==> config.mk <==
export PLATFORM = sky130hd
export DESIGN_NAME = cdb_arbiter_flat
export DESIGN_NICKNAME = d
export VERILOG_FILES = /design/src/rtl/cdb_arbiter_if.sv /design/src/rtl/cdb_arbiter.sv /design/src/flat_wrapper.sv
export SDC_FILE = /design/constraint.sdc
export NUM_CORES = 1
export LEC_CHECK = 0
export ABC_CLOCK_PERIOD_IN_PS = 4300
export CORE_MARGIN = 1
export CORE_UTILIZATION = 51
export CTS_BUF_LIST = sky130_fd_sc_hd__clkbuf_8 sky130_fd_sc_hd__clkbuf_16
export CTS_CLUSTER_DIAMETER = 30
export DETAILED_ROUTE_END_ITERATION = 6
export MAX_ROUTING_LAYER = met4
export PLACE_DENSITY = 0.83
export SLEW_MARGIN = 5
export SYNTH_ARGS = -nofsm -noshare
export SYNTH_HDL_FRONTEND = slang
export SYNTH_SLANG_ARGS = --single-unit
==> constraint.sdc <==
create_clock -name in_clk -period 4.3 [get_ports in_clk]
set_clock_uncertainty 0.1 [all_clocks]
set_input_delay 0.43 -clock in_clk [delete_from_list [all_inputs] [get_ports in_clk]]
set_output_delay 0.43 -clock in_clk [all_outputs]
set_load 0.02 [all_outputs]
==> src/rtl/cdb_arbiter_if.sv <==
// cdb_arbiter_if: FU result inputs, FIFO ready flags, CDB broadcast and perf outputs
`ifndef ROB_IDX_SIZE
`define ROB_IDX_SIZE 6
`endif
`ifndef GPR_SIZE
`define GPR_SIZE 64
`endif
`ifndef CDB_ARB_TYPES_DEFINED
`define CDB_ARB_TYPES_DEFINED
typedef logic [3:0] nzcv_t;
typedef enum logic {FU_ALU = 1'b0, FU_LS = 1'b1} fu_t;
`endif

interface cdb_arbiter_if;
    logic                     in_alu_valid;
    logic [`ROB_IDX_SIZE-1:0] in_alu_dst_rob_index;
    logic [`GPR_SIZE-1:0]     in_alu_value;
    logic                     in_alu_set_nzcv;
    nzcv_t                    in_alu_nzcv;
    logic                     out_alu_ready;
    logic                     in_ls_valid;
    logic [`ROB_IDX_SIZE-1:0] in_ls_dst_rob_index;
    logic [`GPR_SIZE-1:0]     in_ls_value;
    logic                     out_ls_ready;
    logic                     in_rob_is_mispred;
    logic                     out_broadcast_done;
    logic [`ROB_IDX_SIZE-1:0] out_broadcast_index;
    logic [`GPR_SIZE-1:0]     out_broadcast_value;
    logic                     out_broadcast_set_nzcv;
    nzcv_t                    out_broadcast_nzcv;
    fu_t                      out_broadcast_src;
    logic [31:0]              out_perf_alu_grants;
    logic [31:0]              out_perf_ls_grants;
    logic [31:0]              out_perf_conflicts;

    modport master (
        output in_alu_valid, in_alu_dst_rob_index, in_alu_value, in_alu_set_nzcv, in_alu_nzcv,
        output in_ls_valid, in_ls_dst_rob_index, in_ls_value, in_rob_is_mispred,
        input  out_alu_ready, out_ls_ready, out_broadcast_done, out_broadcast_index,
        input  out_broadcast_value, out_broadcast_set_nzcv, out_broadcast_nzcv, out_broadcast_src,
        input  out_perf_alu_grants, out_perf_ls_grants, out_perf_conflicts
    );

    modport slave (
        input  in_alu_valid, in_alu_dst_rob_index, in_alu_value, in_alu_set_nzcv, in_alu_nzcv,
        input  in_ls_valid, in_ls_dst_rob_index, in_ls_value, in_rob_is_mispred,
        output out_alu_ready, out_ls_ready, out_broadcast_done, out_broadcast_index,
        output out_broadcast_value, out_broadcast_set_nzcv, out_broadcast_nzcv, out_broadcast_src,
        output out_perf_alu_grants, out_perf_ls_grants, out_perf_conflicts
    );
endinterface

==> src/rtl/cdb_arbiter.sv <==
// cdb_arbiter: round-robin CDB arbiter over ALU/LS skid FIFOs; perf counters under CDB_ARB_PERF_EN
module cdb_arbiter #(
    parameter int FIFO_DEPTH    = 2,
    parameter int FIFO_IDX_SIZE = 1
) (
    input logic         in_clk,
    input logic         in_rst,
    cdb_arbiter_if.slave cdb
);
    typedef struct packed {
        logic [`ROB_IDX_SIZE-1:0] idx;
        logic [`GPR_SIZE-1:0]     value;
        logic                     set_nzcv;
        nzcv_t                    nzcv;
    } ent_t;

    localparam logic [FIFO_IDX_SIZE:0] FULL = (FIFO_IDX_SIZE+1)'(FIFO_DEPTH);

    ent_t                     alu_mem [FIFO_DEPTH];
    ent_t                     ls_mem  [FIFO_DEPTH];
    logic [FIFO_IDX_SIZE-1:0] alu_head, alu_tail, ls_head, ls_tail;
    logic [FIFO_IDX_SIZE:0]   alu_cnt, ls_cnt;
    fu_t                      last_grant;
    logic                     alu_rdy, ls_rdy, alu_ne, ls_ne;
    logic                     alu_push, ls_push, alu_gnt, ls_gnt;
    ent_t                     head;

    assign alu_rdy  = alu_cnt != FULL;
    assign ls_rdy   = ls_cnt != FULL;
    assign alu_ne   = alu_cnt != '0;
    assign ls_ne    = ls_cnt != '0;
    assign alu_push = cdb.in_alu_valid & alu_rdy & ~cdb.in_rob_is_mispred;
    assign ls_push  = cdb.in_ls_valid & ls_rdy & ~cdb.in_rob_is_mispred;
    assign alu_gnt  = alu_ne & (~ls_ne | last_grant == FU_LS) & ~cdb.in_rob_is_mispred;
    assign ls_gnt   = ls_ne & ~alu_gnt & ~cdb.in_rob_is_mispred;
    assign head     = alu_gnt ? alu_mem[alu_head] : ls_mem[ls_head];

    assign cdb.out_alu_ready = alu_rdy;
    assign cdb.out_ls_ready  = ls_rdy;

    // FIFO storage writes; LS entries never carry flags
    always_ff @(posedge in_clk) begin
        if (alu_push) alu_mem[alu_tail] <= '{cdb.in_alu_dst_rob_index, cdb.in_alu_value, cdb.in_alu_set_nzcv, cdb.in_alu_nzcv};
        if (ls_push) ls_mem[ls_tail] <= '{cdb.in_ls_dst_rob_index, cdb.in_ls_value, 1'b0, 4'b0};
    end

    // pointers, counts, grant history and the registered broadcast bus
    always_ff @(posedge in_clk) begin
        if (in_rst) begin
            alu_head                   <= '0;
            alu_tail                   <= '0;
            alu_cnt                    <= '0;
            ls_head                    <= '0;
            ls_tail                    <= '0;
            ls_cnt                     <= '0;
            last_grant                 <= FU_LS;
            cdb.out_broadcast_done     <= 1'b0;
            cdb.out_broadcast_index    <= '0;
            cdb.out_broadcast_value    <= '0;
            cdb.out_broadcast_set_nzcv <= 1'b0;
            cdb.out_broadcast_nzcv     <= '0;
            cdb.out_broadcast_src      <= FU_ALU;
        end else if (cdb.in_rob_is_mispred) begin
            alu_head               <= '0;
            alu_tail               <= '0;
            alu_cnt                <= '0;
            ls_head                <= '0;
            ls_tail                <= '0;
            ls_cnt                 <= '0;
            cdb.out_broadcast_done <= 1'b0;
        end else begin
            alu_tail               <= alu_tail + FIFO_IDX_SIZE'(alu_push);
            alu_head               <= alu_head + FIFO_IDX_SIZE'(alu_gnt);
            alu_cnt                <= alu_cnt + (FIFO_IDX_SIZE+1)'(alu_push) - (FIFO_IDX_SIZE+1)'(alu_gnt);
            ls_tail                <= ls_tail + FIFO_IDX_SIZE'(ls_push);
            ls_head                <= ls_head + FIFO_IDX_SIZE'(ls_gnt);
            ls_cnt                 <= ls_cnt + (FIFO_IDX_SIZE+1)'(ls_push) - (FIFO_IDX_SIZE+1)'(ls_gnt);
            cdb.out_broadcast_done <= alu_gnt | ls_gnt;
            if (alu_gnt | ls_gnt) begin
                cdb.out_broadcast_index    <= head.idx;
                cdb.out_broadcast_value    <= head.value;
                cdb.out_broadcast_set_nzcv <= head.set_nzcv;
                cdb.out_broadcast_nzcv     <= head.nzcv;
                cdb.out_broadcast_src      <= alu_gnt ? FU_ALU : FU_LS;
                last_grant                 <= alu_gnt ? FU_ALU : FU_LS;
            end
        end
    end

`ifdef CDB_ARB_PERF_EN
    logic [31:0] alu_grants, ls_grants, conflicts;

    // grant/conflict counters survive mispredicts, cleared only by reset
    always_ff @(posedge in_clk) begin
        if (in_rst) begin
            alu_grants <= '0;
            ls_grants  <= '0;
            conflicts  <= '0;
        end else begin
            alu_grants <= alu_grants + 32'(alu_gnt);
            ls_grants  <= ls_grants + 32'(ls_gnt);
            conflicts  <= conflicts + 32'(alu_ne & ls_ne & ~cdb.in_rob_is_mispred);
        end
    end

    assign cdb.out_perf_alu_grants = alu_grants;
    assign cdb.out_perf_ls_grants  = ls_grants;
    assign cdb.out_perf_conflicts  = conflicts;
`else
    assign cdb.out_perf_alu_grants = '0;
    assign cdb.out_perf_ls_grants  = '0;
    assign cdb.out_perf_conflicts  = '0;
`endif
endmodule
==> src/flat_wrapper.sv <==
// flat-port wrapper written by rule: the top's interface ports become plain ports
module cdb_arbiter_flat 
#(
    parameter int FIFO_DEPTH    = 2,
    parameter int FIFO_IDX_SIZE = 1
)
  (in_clk, in_rst, cdb_in_alu_valid, cdb_in_alu_dst_rob_index, cdb_in_alu_value, cdb_in_alu_set_nzcv, cdb_in_alu_nzcv, cdb_in_ls_valid, cdb_in_ls_dst_rob_index, cdb_in_ls_value, cdb_in_rob_is_mispred, cdb_out_alu_ready, cdb_out_ls_ready, cdb_out_broadcast_done, cdb_out_broadcast_index, cdb_out_broadcast_value, cdb_out_broadcast_set_nzcv, cdb_out_broadcast_nzcv, cdb_out_broadcast_src, cdb_out_perf_alu_grants, cdb_out_perf_ls_grants, cdb_out_perf_conflicts);
  cdb_arbiter_if cdb_i ();
  input logic in_clk;
  input logic in_rst;
  input wire logic [$bits(cdb_i.in_alu_valid)-1:0] cdb_in_alu_valid;
  input wire logic [$bits(cdb_i.in_alu_dst_rob_index)-1:0] cdb_in_alu_dst_rob_index;
  input wire logic [$bits(cdb_i.in_alu_value)-1:0] cdb_in_alu_value;
  input wire logic [$bits(cdb_i.in_alu_set_nzcv)-1:0] cdb_in_alu_set_nzcv;
  input wire logic [$bits(cdb_i.in_alu_nzcv)-1:0] cdb_in_alu_nzcv;
  input wire logic [$bits(cdb_i.in_ls_valid)-1:0] cdb_in_ls_valid;
  input wire logic [$bits(cdb_i.in_ls_dst_rob_index)-1:0] cdb_in_ls_dst_rob_index;
  input wire logic [$bits(cdb_i.in_ls_value)-1:0] cdb_in_ls_value;
  input wire logic [$bits(cdb_i.in_rob_is_mispred)-1:0] cdb_in_rob_is_mispred;
  output wire logic [$bits(cdb_i.out_alu_ready)-1:0] cdb_out_alu_ready;
  output wire logic [$bits(cdb_i.out_ls_ready)-1:0] cdb_out_ls_ready;
  output wire logic [$bits(cdb_i.out_broadcast_done)-1:0] cdb_out_broadcast_done;
  output wire logic [$bits(cdb_i.out_broadcast_index)-1:0] cdb_out_broadcast_index;
  output wire logic [$bits(cdb_i.out_broadcast_value)-1:0] cdb_out_broadcast_value;
  output wire logic [$bits(cdb_i.out_broadcast_set_nzcv)-1:0] cdb_out_broadcast_set_nzcv;
  output wire logic [$bits(cdb_i.out_broadcast_nzcv)-1:0] cdb_out_broadcast_nzcv;
  output wire logic [$bits(cdb_i.out_broadcast_src)-1:0] cdb_out_broadcast_src;
  output wire logic [$bits(cdb_i.out_perf_alu_grants)-1:0] cdb_out_perf_alu_grants;
  output wire logic [$bits(cdb_i.out_perf_ls_grants)-1:0] cdb_out_perf_ls_grants;
  output wire logic [$bits(cdb_i.out_perf_conflicts)-1:0] cdb_out_perf_conflicts;
  assign cdb_i.in_alu_valid = cdb_in_alu_valid;
  assign cdb_i.in_alu_dst_rob_index = cdb_in_alu_dst_rob_index;
  assign cdb_i.in_alu_value = cdb_in_alu_value;
  assign cdb_i.in_alu_set_nzcv = cdb_in_alu_set_nzcv;
  assign cdb_i.in_alu_nzcv = cdb_in_alu_nzcv;
  assign cdb_i.in_ls_valid = cdb_in_ls_valid;
  assign cdb_i.in_ls_dst_rob_index = cdb_in_ls_dst_rob_index;
  assign cdb_i.in_ls_value = cdb_in_ls_value;
  assign cdb_i.in_rob_is_mispred = cdb_in_rob_is_mispred;
  assign cdb_out_alu_ready = cdb_i.out_alu_ready;
  assign cdb_out_ls_ready = cdb_i.out_ls_ready;
  assign cdb_out_broadcast_done = cdb_i.out_broadcast_done;
  assign cdb_out_broadcast_index = cdb_i.out_broadcast_index;
  assign cdb_out_broadcast_value = cdb_i.out_broadcast_value;
  assign cdb_out_broadcast_set_nzcv = cdb_i.out_broadcast_set_nzcv;
  assign cdb_out_broadcast_nzcv = cdb_i.out_broadcast_nzcv;
  assign cdb_out_broadcast_src = cdb_i.out_broadcast_src;
  assign cdb_out_perf_alu_grants = cdb_i.out_perf_alu_grants;
  assign cdb_out_perf_ls_grants = cdb_i.out_perf_ls_grants;
  assign cdb_out_perf_conflicts = cdb_i.out_perf_conflicts;
  cdb_arbiter #(.FIFO_DEPTH(FIFO_DEPTH), .FIFO_IDX_SIZE(FIFO_IDX_SIZE)) u_core (.in_clk(in_clk), .in_rst(in_rst), .cdb(cdb_i));
endmodule
# Word level (Yosys, flattened, before mapping)
# Memories as Yosys holds them, arrays and structs flattened. A register that Yosys moved wholly into a read port is not among the register bits.
# Cells that the tools add are included.
# word_totals
ff_bits	86
mem_bits_rw	290
input_bits	150
output_inout_bits	175
n_memories	2
# op_classes
addsub	8
n_eq_ne	2
n_mux	8
n_bitwise	13
reduce_logical	4
# memory_table
name	words	width	rd	rd_clocked_by_memory_dff	write_ports	line	source
u_core.alu_mem	2	75	1	1	1	cdb_arbiter.sv:19	ent_t alu_mem [FIFO_DEPTH];
u_core.ls_mem	2	70	1	1	1	cdb_arbiter.sv:20	ent_t ls_mem [FIFO_DEPTH];
# ops
operator	count
75-bit 2-to-1 mux	1
1-bit AND	8
1-bit 2-to-1 mux	7
1-bit adder	4
2-bit by 1-bit adder with 2-bit output	2
2-bit != test (second input constant)	2
2-bit nonzero test	2
2-bit by 1-bit subtractor with 2-bit output	2
1-bit NOT	3
1-bit OR	2
2-bit AND reduction	1
2-bit OR reduction	1

# Depth between registers and ports, before layout
# depth
ltp_word	10
mapped_depth	10
mapped_depth_nobuf	9

# Worst setup path after synthesis
# No wires, ideal clock.
# synth_path
path_type	register -> register
from	register u_core.alu_cnt[0]
to	memory u_core.alu_mem[0][0] (netlist name), enable pin
setup_ns	0.442
t_arrival_ns	2.741
setup_slack_ns	1.017
path_stages_with_launch	5
n_path_buf	0
cell_sequence	dfxtp_1 inv_1 nand2_1 and3b_1 ha_1
# synth_between
elab_chain_cells	5
# synth_rtl
item	line	source
start: declaration	cdb_arbiter.sv:22	logic [FIFO_IDX_SIZE:0] alu_cnt, ls_cnt;
start signal: assignment	cdb_arbiter.sv:74	alu_cnt <= alu_cnt + (FIFO_IDX_SIZE+1)'(alu_push) - (FIFO_IDX_SIZE+1)'(alu_gnt);
2-bit != test	cdb_arbiter.sv:28	assign alu_rdy = alu_cnt != FULL;
net cdb_out_alu_ready	flat_wrapper.sv:20	output wire logic [$bits(cdb_i.out_alu_ready)-1:0] cdb_out_alu_ready;
1-bit AND (2 in series)	cdb_arbiter.sv:32	assign alu_push = cdb.in_alu_valid & alu_rdy & ~cdb.in_rob_is_mispred;
1-bit 2-to-1 mux	cdb_arbiter.sv:43	if (alu_push) alu_mem[alu_tail] <= '{cdb.in_alu_dst_rob_index, cdb.in_alu_value, cdb.in_alu_set_nzcv, cdb.in_a ...
1-bit 2-to-1 mux (implied by the code)	cdb_arbiter.sv:43	
end: declaration	cdb_arbiter.sv:19	
# The timed path passes the listed nets, and every way through them passes these cells.

# Final worst setup path
# layout_path
from	register u_core.alu_cnt[0]
to	memory u_core.alu_mem[1][11] (netlist name), enable pin
# layout_between
elab_chain_cells	5
# layout_rtl
item	line
2-bit != test	cdb_arbiter.sv:28
1-bit AND (2 in series)	cdb_arbiter.sv:32
1-bit 2-to-1 mux	cdb_arbiter.sv:43
1-bit 2-to-1 mux (implied by the code)	cdb_arbiter.sv:43
# Every way passes these cells.

==> flow_summary.yaml <==
layout:
  fillers: 1825
  fin_nets: 1357
  drive_above_1_share: 0.108
  multiInputGateArea_sq_mm: 0.00375
  stdcell_area_sq_mm: 0.0192
  area_delta_synth_final_pct: 30.0
  utilization: 0.683
  seqCellArea_sq_mm: 0.0104
timing:
  tightestPinTransition_ps: 1230
  finalHoldViolCount: 0
  slew_violations: 0
  min_period_ps: 2520
  max_freq_mhz: 396
  rsz0062_at_grt: "no"
  holdWs_ps: 338
  fin_crit_sh: 0.587
  fin_setup_tns_ps: 0
  finalSetupViolations: 0
  maxSlewHeadroom: 0.178
grt:
  grt-ovfl-total: 0
  antenna_found_initial: 7
  grt.total_usage: 0.237
  grt_max_degree: 76
  grt_pass1_wl_um: 50900
  first_global_vias: 9313
clocking:
  cts_tree: "done"
  cts-htree-levels: 2
  cts_hold_buf: 0
  clock_latency_ps: 570
  post-cts-setup-buffers: 0
  clk_pin_slew_ps: 50
  post_cts_resize_count: 0
  cts_buffers: 60
  numClockSinks: 376
  clk_path_buf_depth: 3
  root_buffer: "clkbuf_16"
logic_synthesis:
  synth_cells: 964
  synth-seq-area-share: 0.705
  async_flop_share: 0
  yosysTopAreaCell: "edfxtp_1"
  ys_ff_latch: 376
  synth_edf_count: 290
  postSynthAreaPerCell_sq_um: 15.4
  synth_common_cells: "edfxtp_1 (290), mux2i_1 (140), buf_4 (105)"
  yosys_warnings: 0
  synthDistinctLibCells: 33
  synth_most_common_cell: "edfxtp_1"
  synthTopCellsByArea: "edfxtp_1 (59%), dfxtp_1 (12%), mux2i_1 (9.5%)"
  synthFlopType: "edfxtp_1"
  syn-cell-area_sq_mm: 0.0148
  synth.top_cell.area_share: 0.588
place:
  placed_area_sq_mm: 0.0171
  io_buffers: 228
  globalplace.congestion: 0.796
  hpwl_um: 20000
detailed_routing:
  drc: 0
  drt-wirelength-per-cell_um: 21.0
  vias: 9101
  antenna_left: 0
  drt_iter0_drc: 600
  routed_via_density: 5.57
  dr.pass1.iters: 7
  wl_met1_um: 12800
  top_layer: "met4"
  met3_length_um: 3000
  wl_met2_um: 17600
  drt_wl_total_um: 34300
worst_setup_path:
  crit_fanout: 48
  cp-startpoint: "u_core.alu_cnt[0]$_SDFF_PP0_"
  ff2ff_path_depth: 5
  crit_slowest_cell: "ha_4"
  path_depth: 5
  cp.required_ps: 4450
  end_kind: "register"
  crit_chain: "inv_1, nand2_1, and3b_1, ha_4, buf_12"
  slowest_delay_ps: 690
  cp-start-kind: "register"
  crit_type: "reg -> reg"
  critPathTopFamily: "adder cells"
  critPathBufInv: 2
  arrival_ps: 2680
  rr_startpoint: "u_core.alu_cnt[0]$_SDFF_PP0_"
power:
  power_leakage_nw: 6.36
  irDropWorstVdd_mv: 0.341
  total_power_mw: 9.62
  power_density_mw_per_mm2: 500
hold_path:
  hold_depth: 1
  hp-class: "in -> reg"
  hp-start: "cdb_in_ls_value[36]"
status:
  status: "complete, no violations"
die:
  ios: 325
  fp.dieW_um: 172
  die_area_sq_mm: 0.0297
  initial_utilization: 0.525
  die_h_um: 172
  rows: 61
  core_sq_mm: 0.0282
run:
  maxCapViolCount: 0
-- cells by family after synthesis --
group | Yosys count | share of synthesized area
AND/OR/NAND/NOR | 99 | 0.0353
adder cells (fa/ha/maj) | 8 | 0.00676
flip-flops | 376 | 0.705
other | 1 | 0.000253
XOR/XNOR | 2 | 0.00118
multiplexers | 145 | 0.0985
AO/OA/AOI/OAI | 163 | 0.0807
buffers and inverters | 170 | 0.0724
-- power breakdown --
group          internal [mW]  total (mW)  switching (mW)  leakage (nW)
clock                   3.16        4.85            1.68          1.01
sequential              4.05        4.11          0.0594          3.36
combinational          0.287       0.660           0.373          1.98
total                   7.50        9.62            2.12          6.36
-- state kept, by name, indices dropped and copies added, names as in the netlist --
register and count:
u_core.ls_tail 1, u_core.cdb.out_broadcast_value 64, u_core.ls_mem 140, u_core.alu_head 1, u_core.alu_mem 150, u_core.cdb.out_broadcast_nzcv 4, u_core.ls_head 1, u_core.cdb.out_broadcast_index 6
u_core.alu_cnt 2, u_core.ls_cnt 2, u_core.cdb.out_broadcast_done 1, u_core.cdb.out_broadcast_set_nzcv 1, u_core.last_grant 1, u_core.cdb.out_broadcast_src 1, u_core.alu_tail 1
-- placed cells by master (no fill, tap or decap), types with 5 or more instances in the layout --
cell and count:
edfxtp_1 290, clkdlybuf4s50_1 228, mux2i_1 140, conb_1 96
dfxtp_1 84, nand3_1 75, a32o_1 70, o21ai_0 70
clkbuf_16 60, inv_1 14, clkinvlp_4 14, bufinv_16 9
buf_4 9, o21ai_1 8, a21oi_1 8, clkinv_2 8
diode_2 7, nor2_1 7, mux2_2 5
-- final timing paths --
kind	slack, ps	to
worst max-delay path	1780	u_core.alu_mem[1][11]$_DFFE_PP_
worst min-delay path	340	u_core.ls_mem[0][36]$_DFFE_PP_
worst max register to register	1780	u_core.alu_mem[1][11]$_DFFE_PP_
worst min register to register	360	u_core.cdb.out_broadcast_value[7]$_SDFFE_PP0P_
-- per-layer routing --
metal	up-vias	track usage
met2	504	0.410
met5	-	-
met1	4498	0.266
met3	79	0.0577
li1	4020	-
met4	0	0.0900
-- per-stage QoR --
step | setup WS (ps) | std cells
after floorplan | 1020 | 1059
after global placement | 1310 | 1515
after detailed placement | 1280 | 1515
after CTS | 1790 | 1627
after global routing | 1680 | 1634
final | 1780 | 1634
-- area by class of cell --
class                      instances  area share
sequential                       376       0.543
multi-input combinational        513       0.195
timing repair buffer             241       0.126
clock buffer                      64      0.0809
clock inverter                    48      0.0284
tap                              378      0.0246
inverter                           7     0.00137
antenna                            7    0.000911
Power figures use the tool's default switching activity.
